**config.mk**
```make
export PLATFORM = sky130hd
export DESIGN_NAME = regfile_sb
export DESIGN_NICKNAME = d
export VERILOG_FILES = /design/src/rtl/regfile_sb.sv
export SDC_FILE = /design/constraint.sdc
export NUM_CORES = 1
export LEC_CHECK = 0
export BUFFER_PORTS_ARGS = -buffer_cell sky130_fd_sc_hd__buf_2
export CAP_MARGIN = 40
export CORE_MARGIN = 5
export CORE_UTILIZATION = 50
export DETAILED_ROUTE_END_ITERATION = 7
export GPL_TIMING_DRIVEN = 0
export HOLD_SLACK_MARGIN = 0.05
export MAX_ROUTING_LAYER = met4
export PLACE_DENSITY = 0.8
export SLEW_MARGIN = 20
export SYNTH_ARGS = -nofsm -noshare
export SYNTH_HDL_FRONTEND = slang
export SYNTH_SLANG_ARGS = --single-unit
```
**constraint.sdc**
```tcl
create_clock -name clk -period 3 [get_ports clk]
set_clock_uncertainty 0.2 [all_clocks]
set_input_delay 0.6 -clock clk [delete_from_list [all_inputs] [get_ports clk]]
set_output_delay 0.6 -clock clk [all_outputs]
set_load 0.03 [all_outputs]
```
**src/rtl/regfile_sb.sv**
```systemverilog
// regfile_sb -- two-read / one-write register file with an issue-time
// scoreboard and a sequential clear engine.
//
// Ports:
//   clk, rst_n            core clock (rising edge), asynchronous active-low reset
//   rd_addr1/rd_addr2     read indices
//   rd_data1/rd_data2     combinational read data (write-to-read bypass while idle)
//   rd_busy1/rd_busy2     read register has an outstanding producer
//   wr_en/wr_addr/wr_data writeback port; also retires the scoreboard bit
//   iss_en/iss_addr       issue port; marks iss_addr as pending
//   clr_req               start a full-file clear (ignored while clearing)
//   clr_busy              clear engine active (SWEEP or DONE)
//   clr_done              one-cycle pulse in the final clear cycle
//
// Configuration macro: REGFILE_ZERO_REG_EN
//   defined   -> register 0 reads as zero, is never written, never busy
//   undefined -> register 0 is an ordinary register
//
// Port handshakes: there is no valid/ready pairing here. wr_en, iss_en and
// clr_req are single-cycle commands sampled at the rising edge; while
// clr_busy is high all three are dropped without any back-pressure, so the
// issuer must hold off on its own.
//
// The clear FSM state is available as state_q for hierarchical probing;
// clr_busy/clr_done are its decoded outputs.

module regfile_sb #(
    parameter int DATA_W = 16,
    parameter int ADDR_W = 4
) (
    input  logic              clk,
    input  logic              rst_n,
    input  logic [ADDR_W-1:0] rd_addr1,
    input  logic [ADDR_W-1:0] rd_addr2,
    output logic [DATA_W-1:0] rd_data1,
    output logic [DATA_W-1:0] rd_data2,
    output logic              rd_busy1,
    output logic              rd_busy2,
    input  logic              wr_en,
    input  logic [ADDR_W-1:0] wr_addr,
    input  logic [DATA_W-1:0] wr_data,
    input  logic              iss_en,
    input  logic [ADDR_W-1:0] iss_addr,
    input  logic              clr_req,
    output logic              clr_busy,
    output logic              clr_done
);

    localparam int DEPTH = 1 << ADDR_W;
    localparam logic [ADDR_W-1:0] LAST_IDX = ADDR_W'(DEPTH - 1);

    typedef enum logic [1:0] {
        ST_IDLE  = 2'd0,
        ST_SWEEP = 2'd1,
        ST_DONE  = 2'd2
    } state_e;

    state_e            state_q, state_d;
    logic [ADDR_W-1:0] idx_q, idx_d;
    logic [DEPTH-1:0]  busy_q, busy_d;
    logic [DATA_W-1:0] mem_q [DEPTH];
    logic [DATA_W-1:0] mem_d [DEPTH];

    logic is_idle;
    logic wr_live;   // writeback accepted this cycle (drives bypass and busy retire)
    logic wr_store;  // writeback actually updates the array
    logic iss_set;   // issue actually marks a register pending
    logic rd1_zero;
    logic rd2_zero;

    assign is_idle = (state_q == ST_IDLE);
    assign wr_live = wr_en && is_idle;

`ifdef REGFILE_ZERO_REG_EN
    assign wr_store = wr_live && (wr_addr != '0);
    assign iss_set  = iss_en && is_idle && (iss_addr != '0);
    assign rd1_zero = (rd_addr1 == '0);
    assign rd2_zero = (rd_addr2 == '0);
`else
    assign wr_store = wr_live;
    assign iss_set  = iss_en && is_idle;
    assign rd1_zero = 1'b0;
    assign rd2_zero = 1'b0;
`endif

    // Next-state: array, scoreboard and clear FSM.
    always_comb begin
        state_d = state_q;
        idx_d   = idx_q;
        busy_d  = busy_q;
        for (int i = 0; i < DEPTH; i++) begin
            mem_d[i] = mem_q[i];
        end

        case (state_q)
            ST_IDLE: begin
                if (wr_store) begin
                    mem_d[wr_addr] = wr_data;
                end
                if (wr_live) begin
                    busy_d[wr_addr] = 1'b0;
                end
                // Applied after the retire so a same-index issue wins: the
                // newly issued producer supersedes the one writing back.
                if (iss_set) begin
                    busy_d[iss_addr] = 1'b1;
                end
                if (clr_req) begin
                    state_d = ST_SWEEP;
                    idx_d   = '0;
                end
            end
            ST_SWEEP: begin
                mem_d[idx_q]  = '0;
                busy_d[idx_q] = 1'b0;
                idx_d         = idx_q + ADDR_W'(1);
                // Terminate on the compare; idx wraps to 0 harmlessly.
                if (idx_q == LAST_IDX) begin
                    state_d = ST_DONE;
                end
            end
            ST_DONE: begin
                state_d = ST_IDLE;
            end
            default: begin
                state_d = ST_IDLE;
            end
        endcase
    end

    always_ff @(posedge clk or negedge rst_n) begin
        if (!rst_n) begin
            state_q <= ST_IDLE;
            idx_q   <= '0;
            busy_q  <= '0;
            for (int i = 0; i < DEPTH; i++) begin
                mem_q[i] <= '0;
            end
        end else begin
            state_q <= state_d;
            idx_q   <= idx_d;
            busy_q  <= busy_d;
            for (int i = 0; i < DEPTH; i++) begin
                mem_q[i] <= mem_d[i];
            end
        end
    end

    // Read ports. Outputs are forced low while reset is held so a bypass
    // from a live writeback cannot leak through during reset.
    always_comb begin
        rd_data1 = mem_q[rd_addr1];
        rd_busy1 = busy_q[rd_addr1];
        if (wr_live && (wr_addr == rd_addr1)) begin
            rd_data1 = wr_data;
            rd_busy1 = 1'b0;  // value arriving this cycle is not a hazard
        end
        if (!rst_n || rd1_zero) begin
            rd_data1 = '0;
            rd_busy1 = 1'b0;
        end
    end

    always_comb begin
        rd_data2 = mem_q[rd_addr2];
        rd_busy2 = busy_q[rd_addr2];
        if (wr_live && (wr_addr == rd_addr2)) begin
            rd_data2 = wr_data;
            rd_busy2 = 1'b0;
        end
        if (!rst_n || rd2_zero) begin
            rd_data2 = '0;
            rd_busy2 = 1'b0;
        end
    end

    assign clr_busy = (state_q != ST_IDLE);
    assign clr_done = (state_q == ST_DONE);

endmodule

```
After elaboration in Yosys (flattened, before gate mapping)
Index checks and enable logic that the tools add are counted.
Operators by class
  add/subtract/negate cells: 1
  multipliers: 0
  div/mod/pow operators: 0
  $lt $le $gt $ge: 14
  eq/ne operators: 8
  shift-type cells: 0
  mux-type cells: 40
  bitwise logic cells: 11
  reductions and logical operators: 15
Operators by type and width (count)
  256-bit one-hot mux with 2 select lines: 1
  256-bit AND: 1
  256-bit bitwise mux: 1
  256-bit 2-to-1 mux: 1
  256-bit inverter: 1
  16-bit 2-to-1 mux: 13
  16-bit binary-select mux with 4-bit select: 2
  16-bit demux with 4-bit select: 2
  16-bit AND: 2
  16-bit inverter: 2
  16-bit one-hot mux with 2 select lines: 1
  4-bit by 5-bit less-than comparator with 1-bit output (second input constant): 5
  5-bit >= comparator (second input constant): 4
  4-bit inverter with 5-bit output: 4
  16-bit OR: 1
  1-bit demux with 4-bit select: 3
  4-bit by 1-bit >= comparator with 1-bit output (second input constant): 3
  5-bit by 1-bit less-than comparator with 1-bit output (second input constant): 2
  1-bit logical AND: 9
  1-bit 2-to-1 mux: 9
  1-bit binary-select mux with 4-bit select: 2
  4-bit == test: 2
  4-bit one-hot mux with 2 select lines: 1
  2-bit AND reduction: 3
  11 further kinds: 14
Storage, ports and cells
  bits in registers: 278
  latch bits: 0
  RAM bits: 0
  memory bits (read-only): 0
  output and inout port bits: 36
  memories kept: 0

Longest topological paths before layout
  depth after elaboration: 11
  depth in mapped cells: 8
  mapped depth without buffers: 6

Least setup slack after synthesis
OpenSTA, ideal clock, no wires.
  path type: input to output
  start: in rd_addr2[0]
  end: out rd_data2[10]
  data arrival time: 2.413 ns
  setup slack: -0.213 ns
  stages: 7
  path buffers: 3
  cell sequence: buf_2 > buf_2 > buf_2 > mux4_2 > a22o_1 > nor2_1 > o21ai_0
Between the ends
  cells in the longest elaborated chain, start to end: 6
RTL lines
  from (decl): line 34  | input logic [ADDR_W-1:0] rd_addr2,
  4-bit inverter with 5-bit output (not written as such): line 165  | rd_data2 = mem_q[rd_addr2];
  16-bit binary-select mux with 4-bit select: line 165
  16-bit 2-to-1 mux (not written as such) (2 in a row): line 165
  16-bit 2-to-1 mux (*): line 167  | if (wr_live && (wr_addr == rd_addr2)) begin
  16-bit 2-to-1 mux (*): line 171  | if (!rst_n || rd2_zero) begin
  to (decl): line 36  | output logic [DATA_W-1:0] rd_data2,
Mark *: on every way between the ends. The rest lies on a longest branch, timed or not. The select of a mux whose other input is x is not followed.

Worst setup path in the final report
  start: reg busy_q[7]
  end: out rd_busy2
Between the ends
  cells in the longest elaborated chain, start to end: 4
RTL lines
  from (decl): line 60  | logic [DEPTH-1:0] busy_q, busy_d;
  from (signal assigned): line 142  | busy_q <= busy_d;
  1-bit binary-select mux with 4-bit select: line 166  | rd_busy2 = busy_q[rd_addr2];
  1-bit 2-to-1 mux (not written as such): line 166
  1-bit 2-to-1 mux: line 167
  1-bit 2-to-1 mux: line 171
  to (decl): line 38  | output logic rd_busy2,
Every way passes these cells. The select of a mux whose other input is x is not followed.

==> qor.yml <==
status: "finished with violations"
yosysUniqueCellTypes: 44
fillers: 2185
synth_area_mm2: 0.0150
start_kind: "flop"
syn_to_final_growth_pct: 20.8
drt_iter0_drc: 1812
synth-seq-area-share: 0.465
yosysTopAreaCell: "dfrtp_1"
crit_path_max_incr_delay_ns: 0.54
multi_input_area_mm2: 0.00758
netlist.area_leader.share: 0.465
totalWireLength_mm: 53.0
p_per_area_mw_per_mm2: 755
antenna_found_initial: 1
rsz0062_at_grt: "true"
vias: 12247
postSynthCellCount: 1114
violations: "setup timing"
dieWidth_um: 183
die_y_um: 183
grt_use_total: 0.320
critical_path_peak_fanout: 3
grt_remaining_overflow: 0
drc: 0
peakVddDrop_mv: 0.453
crit_buf_inv: 1
min-delay-path-class: "in2reg"
insertion_delay_ns: 0.58
cp_cell_sequence: "mux4_2 > mux4_2 > nor2b_4 > buf_6"
pwr-share-clk: 0.273
dp_hpwl_mm: 36.6
syn-num-nets: 1155
p_leak_nw: 8.04
fmax_ghz: 0.323
viasPerCell: 7.44
power.switching_fraction: 0.345
critPathLaunch: "busy_q[7]$_DFFE_PN0P_"
intPower_mw: 8.94
syn_area_per_cell_um2: 13.4
worstPathArrival_ns: 2.29
place.gp.congestion: 0.987
placed_cells: 1561
crit_top_cell: "mux4_2"
numCtsBuffers: 29
drtAntennaViolNets: 0
grt_max_degree: 105
async_flop_share: 1.00
dr.pass1.iters: 7
cp.required_ns: 2.20
dieArea_mm2: 0.0335
final-setup-viol-count: 27
power_mw: 13.7
stdcell_count: 1647
drive_gt1_frac: 0.335
cts_buffer_depth: 3
numPortBuffers: 52
drv_slew: 0
ys_ff_latch: 278
hold_viol: 0
reg2reg_from: "state_q[0]$_DFFE_PN0P_"
switchingPower_mw: 4.71
clk_pin_slew_ns: 0.06
min-delay-start: "iss_addr[2]"
num_rows: 63
grt_first_pass_wirelength_mm: 78.8
cp_slowest_cell: "mux4_2"
cts.sinks: 278
endpoint_kind: "output port"
fin_crit_ns: 3.09
p_seq_frac: 0.409
max_cap_violations: 0
synthFlopType: "dfrtp_1"
ys_warn_count: 0
first_global_vias: 12039
tightest_slew_ns: 1.04
post-place-ws_ns: -1.00
ff_latch_area_mm2: 0.00696
initial_utilization: 0.506
coreArea_mm2: 0.0296
post_drt_wl_per_cell_um: 32.2
share_comb_of_total_power: 0.317
synth.top_cells.by_area: "dfrtp_1 (46%), mux4_2 (21%), a22o_1 (17%)"
num-nets-final: 1276
htreeDepth: 1
cts-root-buf: "clkbuf_16"
path_class: "reg2out"
finalWorstSetupSlack_ns: -0.0946
io_pins: 73
cts_tree: "built"
slew_headroom: 0.304
synth_edf_count: 0
cpLargestDelayFamily: "multiplexers"
min_period_over_period: 1.03
-- kinds of logic after synthesis --
logic type | count (synthesis) | share of synthesized area
AO/OA/AOI/OAI | 391 | 0.217
XOR/XNOR | 8 | 0.00468
adder cells (fa/ha/maj) | 4 | 0.00334
buffers and inverters | 141 | 0.0415
flip-flops | 278 | 0.465
multiplexers | 139 | 0.208
AND/OR/NAND/NOR | 153 | 0.0603
-- metrics by stage --
step	utilization	TNS, ns	hold slack [ns]	cell area, um^2
floorplan	-	0	0.104	15000
CTS	0.601	-0.553	0.127	17800
finish	0.612	-1.34	0.123	18100
global placement	0.533	-1223.46	0.287	15800
global route	0.612	-2.57	0.136	18100
detailed placement	0.536	-29.05	0.295	15800
-- worst reg2reg max path: stages (launching register included) --
cell and delay (ns):
dfrtp_1 0.39, buf_6 0.13, buf_4 0.16, or3_1 0.36, buf_6 0.18, nor3_4 0.50, a21oi_2 0.25, clkbuf_1 0.38
a22o_1 0.30
-- synth_stat cells, types with 2 or more instances --
cell and count:
a21oi_2 12, a22o_1 293, a22oi_1 32, a32o_1 2, a32oi_1 2, and2_1 4, and3b_1 3, buf_1 29
buf_2 49, buf_6 4, clkbuf_1 51, dfrtp_1 278, ha_1 4, inv_1 8, mux4_2 138, nand2_1 61
nand2b_1 4, nand3_1 20, nand4b_1 2, nor2_1 20, nor2b_1 12, nor3_1 5, nor3_2 2, nor3_4 9
nor4_4 4, o21ai_0 34, o2bb2ai_1 9, xnor2_1 4, xor2_1 4
-- cell usage in the layout (no fill, tap or decap), drive strengths merged, types with 2 or more instances in the layout --
cell type | synthesis | final
a32oi | 2 | 2
nand3 | 20 | 20
a21oi | 13 | 13
dlygate4sd3 | 0 | 3
ha | 4 | 4
mux4 | 138 | 138
a22o | 293 | 293
nand4b | 2 | 2
nor2 | 21 | 21
nor3 | 16 | 16
clkinv | 0 | 6
a32o | 2 | 2
and3b | 3 | 3
bufbuf | 0 | 2
xnor2 | 4 | 4
clkinvlp | 0 | 2
and2 | 5 | 5
o2bb2ai | 9 | 9
nand2 | 61 | 61
nand2b | 4 | 4
a22oi | 32 | 32
bufinv | 0 | 3
nor2b | 12 | 12
xor2 | 4 | 4
clkbuf | 51 | 93
buf | 82 | 165
nor4 | 5 | 5
dfrtp | 278 | 278
o21ai | 34 | 34
inv | 8 | 9
-- layer usage --
| layer | GRT usage | wire (um) | vias to the layer above |
|---|---|---|---|
| met4 | 0.113 | 2770 | 0 |
| met5 | - | 0 | - |
| li1 | - | - | 4741 |
| met3 | 0.104 | 7650 | 236 |
| met1 | 0.432 | 19200 | 6143 |
| met2 | 0.461 | 23400 | 1127 |
-- final timing paths --
| check | depth (start not counted) | end | slack [ns] |
|---|---|---|---|
| max reg2reg | 8 | mem_q[77]$_DFFE_PN0P_ | 0.02 |
| min reg2reg | 1 | busy_q[5]$_DFFE_PN0P_ | 0.31 |
| max | 4 | rd_busy2 | -0.09 |
| min in group asynchronous | 4 | mem_q[35]$_DFFE_PN0P_ | 0.55 |
| max in group asynchronous | 3 | mem_q[252]$_DFFE_PN0P_ | 1.34 |
| min | 2 | busy_q[4]$_DFFE_PN0P_ | 0.12 |
-- flip-flops by register name, indices dropped and copies added, names as in the netlist --
| signal | flops |
|---|---|
| mem_q | 256 |
| busy_q | 16 |
| idx_q | 4 |
| state_q | 2 |
-- final cells by class --
type	count	area share
diodes	1	0.000138
plain buffers	130	0.0551
clock buffers	40	0.0457
clock inverters	12	0.00817
inverters	8	0.00166
multi-input cells	695	0.419
flip-flops and latches	278	0.385
well taps	390	0.0270
repair buffers	93	0.0580
-- power by group through the flow --
| stage | Combinational [mW] | Clock (mW) | Sequential (mW) |
|---|---|---|---|
| 2_1_floorplan | 2.78 | 0 | 5.24 |
| 3_3_place_gp | 3.73 | 0 | 5.49 |
| 3_5_place_dp | 3.85 | 0 | 5.56 |
| 4_1_cts | 4.11 | 3.72 | 5.51 |
| 5_1_grt | 4.53 | 3.89 | 5.68 |
| 6_report | 4.33 | 3.73 | 5.59 |
-- repair_timing --
action,in CTS,in global routing
gates cloned,5,5
setup endpoints to repair,34,34
endpoints found under the hold margin,130,0
buffers inserted,14,6
hold buffers,6,0
resized for setup,192,36
pin swaps,12,20
Note: power is estimated with default switching activity, not from simulation.
